### src/rtl/nts_tx_header_writer_pkg.sv
// nts_tx_header_writer_pkg: shared constants and writer state encoding for the NTS TX header path
package nts_tx_header_writer_pkg;
   localparam int NTP_HEADER_BLOCKS = 6;
   localparam int NTP_HEADER_BYTES = 48;
   localparam logic [7:0] MASK_ALL = 8'hFF;
   typedef enum logic [2:0] {S_IDLE, S_STREAM, S_FLUSH, S_DRAIN, S_DONE, S_ERR} wr_state_t;
endpackage

### src/rtl/nts_byte_realign.sv
// nts_byte_realign: shifts a header block into buffer-word alignment and merges the previous carry bytes
module nts_byte_realign
   import nts_tx_header_writer_pkg::*;
(
   input  logic [63:0] i_carry,
   input  logic [63:0] i_block,
   input  logic [2:0]  i_ofs,
   input  logic        i_first,
   input  logic        i_flush,
   output logic [63:0] o_data,
   output logic [63:0] o_carry,
   output logic [7:0]  o_mask
);
   logic [5:0]  w_sh;
   logic [63:0] w_blk;
   logic [7:0]  w_first_mask;
   assign w_sh = {i_ofs, 3'b000};
   assign w_blk = i_flush ? 64'd0 : i_block;
   // a shift of 64 yields zero, so offset 0 drops the carry entirely
   assign o_data = (i_carry << (7'd64 - {1'b0, w_sh})) | (w_blk >> w_sh);
   assign o_carry = i_block & ~(64'hFFFF_FFFF_FFFF_FFFF << w_sh);
   assign w_first_mask = MASK_ALL >> i_ofs;
   assign o_mask = i_flush ? ~w_first_mask : i_first ? w_first_mask : MASK_ALL;
endmodule

### src/rtl/nts_tx_header_writer.sv
// nts_tx_header_writer: drains six NTP header blocks and writes them byte-aligned into the TX buffer
module nts_tx_header_writer
   import nts_tx_header_writer_pkg::*;
#(
   parameter int ADDR_WIDTH = 8
) (
   input  logic                  i_clk,
   input  logic                  i_areset,
   input  logic                  i_start,
   input  logic [ADDR_WIDTH-1:0] i_start_word_addr,
   input  logic [2:0]            i_start_byte_ofs,
   output logic                  o_busy,
   output logic                  o_done,
   output logic                  o_error,
   input  logic                  i_tx_empty,
   output logic                  o_tx_read,
   input  logic [2:0]            i_tx_header_block,
   input  logic [63:0]           i_tx_header_data,
   output logic                  o_buf_write_en,
   input  logic                  i_buf_ready,
   output logic [ADDR_WIDTH-1:0] o_buf_address,
   output logic [63:0]           o_buf_write_data,
   output logic [7:0]            o_buf_write_mask
);
   wr_state_t             r_state, w_next;
   logic [ADDR_WIDTH-1:0] r_addr;
   logic [2:0]            r_ofs, r_idx;
   logic [63:0]           r_carry, r_data;
   logic [7:0]            r_mask;
   logic                  r_en;
   logic                  w_free, w_accept, w_avail, w_match, w_read, w_seq_err, w_load, w_last;
   logic [63:0]           w_data, w_carry;
   logic [7:0]            w_mask;

   assign w_free = !r_en || i_buf_ready;
   assign w_accept = r_en && i_buf_ready;
   assign w_avail = (r_state == S_STREAM) && !i_tx_empty;
   assign w_match = i_tx_header_block == r_idx;
   assign w_read = w_avail && w_match && w_free;
   assign w_seq_err = w_avail && !w_match;
   assign w_load = w_read || ((r_state == S_FLUSH) && w_free);
   assign w_last = r_idx == 3'(NTP_HEADER_BLOCKS - 1);

   nts_byte_realign u_realign (
      .i_carry (r_carry),
      .i_block (i_tx_header_data),
      .i_ofs   (r_ofs),
      .i_first (r_idx == 3'd0),
      .i_flush (r_state == S_FLUSH),
      .o_data  (w_data),
      .o_carry (w_carry),
      .o_mask  (w_mask)
   );

   always_comb begin
      w_next = r_state;
      case (r_state)
         S_IDLE:   w_next = i_start ? S_STREAM : S_IDLE;
         S_STREAM: w_next = w_seq_err ? S_ERR : (w_read && w_last) ? ((r_ofs != 3'd0) ? S_FLUSH : S_DRAIN) : S_STREAM;
         S_FLUSH:  w_next = w_free ? S_DRAIN : S_FLUSH;
         // DRAIN waits for the final word to be accepted so done follows the last write
         S_DRAIN:  w_next = w_free ? S_DONE : S_DRAIN;
         default:  w_next = S_IDLE;
      endcase
   end

   always_ff @(posedge i_clk or posedge i_areset) begin
      if (i_areset) begin
         r_state <= S_IDLE;
         r_addr  <= '0;
         r_ofs   <= '0;
         r_idx   <= '0;
         r_carry <= '0;
         r_data  <= '0;
         r_mask  <= '0;
         r_en    <= 1'b0;
      end else begin
         r_state <= w_next;
         if (r_state == S_IDLE && i_start) begin
            r_addr  <= i_start_word_addr;
            r_ofs   <= i_start_byte_ofs;
            r_idx   <= '0;
            r_carry <= '0;
         end
         if (w_read) begin
            r_idx   <= r_idx + 3'd1;
            r_carry <= w_carry;
         end
         if (w_accept) r_addr <= r_addr + ADDR_WIDTH'(1);
         if (w_seq_err) r_en <= 1'b0;
         else if (w_load) begin
            r_en   <= 1'b1;
            r_data <= w_data;
            r_mask <= w_mask;
         end else if (w_accept) r_en <= 1'b0;
      end
   end

   assign o_busy = (r_state == S_STREAM) || (r_state == S_FLUSH) || (r_state == S_DRAIN);
   assign o_done = r_state == S_DONE;
   assign o_error = r_state == S_ERR;
   assign o_tx_read = w_read;
   assign o_buf_write_en = r_en;
   assign o_buf_address = r_addr;
   assign o_buf_write_data = r_data;
   assign o_buf_write_mask = r_mask;
endmodule

### config.mk
export PLATFORM = sky130hd
export DESIGN_NAME = nts_tx_header_writer
export DESIGN_NICKNAME = d
export VERILOG_FILES = /design/src/rtl/nts_tx_header_writer_pkg.sv /design/src/rtl/nts_byte_realign.sv /design/src/rtl/nts_tx_header_writer.sv
export SDC_FILE = /design/constraint.sdc
export NUM_CORES = 1
export LEC_CHECK = 0
export BUFFER_PORTS_ARGS = -buffer_cell sky130_fd_sc_hd__buf_2
export CORE_ASPECT_RATIO = 0.5
export CORE_MARGIN = 2
export CORE_UTILIZATION = 42
export DETAILED_ROUTE_END_ITERATION = 16
export GPL_TIMING_DRIVEN = 0
export SYNTH_ARGS = -nofsm -noshare
export SYNTH_HDL_FRONTEND = slang
export SYNTH_SLANG_ARGS = --single-unit
### constraint.sdc
create_clock -name i_clk -period 14.35 [get_ports i_clk]
set_input_delay 2.1525 -clock i_clk [delete_from_list [all_inputs] [get_ports i_clk]]
set_output_delay 2.1525 -clock i_clk [all_outputs]
set_load 0.1 [all_outputs]
==> qor.csv <==
metric;value;unit
post_cts resized;0;
Nets;1256;
initial antenna violation count;2;
fin crit share;0.412;
Fill cells;2088;
final wirelength;41.4;mm
length of the first detailed-routing pass in iterations;8;
Multi-input gate area;0.00514;sq mm
Critical Path RT;12200;ps
R2R setup slack;9740;ps
wire per inst;28.0;um
dominant synthesized flop cell;dfrtp_1;
min cycle time layout;5910;ps
crit path capture type;output pin;
insertion delay to the later sink of the worst-skew pair;460;ps
post-DP HPWL;31.7;mm
Die ar.;0.0231;sq mm
post-synthesis sequential area ratio;0.398;
antenna fix cells;0;
share of post-route cells with drive strength above 1;0.240;
Avg Synthesized Cell Area;9.41;sq um
placed cell area;0.0104;sq mm
worst reg2reg path depth;11;
Yosys warning count;0;
Setup-failing EPs final;0;
Final Skew;7.88;ps
critical path startpoint;i_buf_ready;
Reg-to-Reg Start;r_ofs[0];
fin area;0.0111;sq mm
FF-to-FF End;o_buf_write_data[43];
Slew Viols, Final;0;
top post-synthesis cells by area;dfrtp_1 (40%), mux2i_1 (14%), a21oi_1 (5.6%);
die height;109;um
cells after synthesis;977;
IO Port Bufs;167;
die width;213;um
clock tree buffer depth;2;
RD Place Congestion;0.990;
endpoint arrival time on the critical path;3760;ps
Synth area leader;dfrtp_1;
Max-cap violations;0;
CTS tree;yes;
Worst setup endpoint;o_tx_read;
clock buffer count from CTS;17;
Worst Setup Path Type;in -> out;
top cell type's share of synthesized area;0.398;
Synth Register Bits;146;
io pins;168;
Seq. cell area;0.00365;sq mm
first-pass GRT wire length;59.5;mm
status;completed;
routed vias;9627;
largest net degree at the start of global routing;93;
GRT overflow;0;
synthesized area;0.00919;sq mm
hold crit path type;reg -> reg;
ys async rst share;1.00;
num rows;38;
unrepaired setup endpoints after global routing;false;
most common library cells after synthesis;dfrtp_1 (146), mux2i_1 (125), a21oi_1 (103);
fmax;169;MHz
Remaining DRCs;0;
clk root buf;clkbuf_16;
most common cell in the synthesized netlist;dfrtp_1;
initial DRC count;1497;
Max FO, Critical Path;9;
EDFF count, synth;0;
post-CTS setup buffer count;0;
startpoint type of the worst setup path;input port;
ANT nets after route;0;
Mapped Nets;1068;
clock sink total;146;
Vias/cell;6.52;
Netlist cell types;59;
Worst slew margin;0.138;
cts hold-fix bufs;0;
GRT Util Overall;0.363;
core area;0.0216;sq mm
area grow syn2layout;20.4;%
starting density of the core;0.426;
setup TNS;0;ps
Final Hold Viols;0;
Reg clk slew, reported paths;60;ps
worst slew pin tran;1280;ps
H-tree Lvls;4;
vias in the first global route;9135;
## layout by cell type, fill, tap and decap left out, types with 13 or more instances in the layout
cell	instances
o21ai_0	22
o22ai_1	18
clkbuf_16	17
nor2_1	96
clkbuf_1	24
mux2i_1	125
a22o_1	57
a21oi_1	103
o211ai_1	21
o22a_1	13
buf_2	212
a31oi_1	23
nand2_1	76
dfrtp_1	146
## kinds of logic (layout without fill, tap and decap cells)
logic type | count (synthesis) | after routing | share of synthesized area
adder cells (fa/ha/maj) | 8 | 8 | 0.0109
XOR/XNOR | 3 | 3 | 0.00286
AND/OR/NAND/NOR | 244 | 244 | 0.123
multiplexers | 139 | 139 | 0.158
buffers and inverters | 89 | 289 | 0.0441
flip-flops | 146 | 146 | 0.398
AO/OA/AOI/OAI | 348 | 348 | 0.264
## worst min path at each step
stage,start,end,slack [ps],cells past startpoint
after detailed placement,o_buf_address[7],o_buf_address[7],460,1
after global routing,o_buf_address[7],o_buf_address[7],490,1
after global placement,o_buf_address[7],o_buf_address[7],460,1
final,o_buf_address[7],o_buf_address[7],470,1
after CTS,o_buf_address[7],o_buf_address[7],470,1
after floorplan,r_carry[48],r_carry[48],470,1
## per-stage QoR
stage / hold slack, ps / utilization / worst slack [ps] / cells
2_1_floorplan: 472 / - / 8270 / 977
3_3_place_gp: 462 / 0.482 / 6390 / 1444
3_5_place_dp: 464 / 0.484 / 8440 / 1446
4_1_cts: 472 / 0.512 / 8430 / 1477
5_1_grt: 489 / 0.512 / 8270 / 1477
6_report: 471 / 0.512 / 8440 / 1477
## critical path, cell delays in order
cell	delay (ps)
buf_2	140
nor2b_1	100
nor4_2	470
nand2_2	270
inv_2	180
buf_2	440
## final cells by class
type                    count  area share
well taps                 300      0.0339
repair buffers            169      0.0787
multi-input cells         742       0.464
clock buffers              22      0.0438
inverters                   9     0.00351
clock inverters             9      0.0117
flip-flops and latches    146       0.330
plain buffers              80      0.0336
## registers in the layout, summed over array words and instances, names as in the netlist
name              flops
r_state               3
r_idx                 3
o_buf_write_data     64
o_buf_address         8
r_ofs                 3
o_buf_write_mask      8
o_buf_write_en        1
r_carry              56
## metal layers
layer	track usage	vias to the layer above	wire, um
met4	0.135	2	1220
met5	0	-	13
li1	-	4082	-
met3	0.117	83	4690
met2	0.491	613	16500
met1	0.533	4847	19000
Power is left out: the tool's default activity adds up to more than one toggle a clock period on the data nets, which glitch-free logic cannot reach.
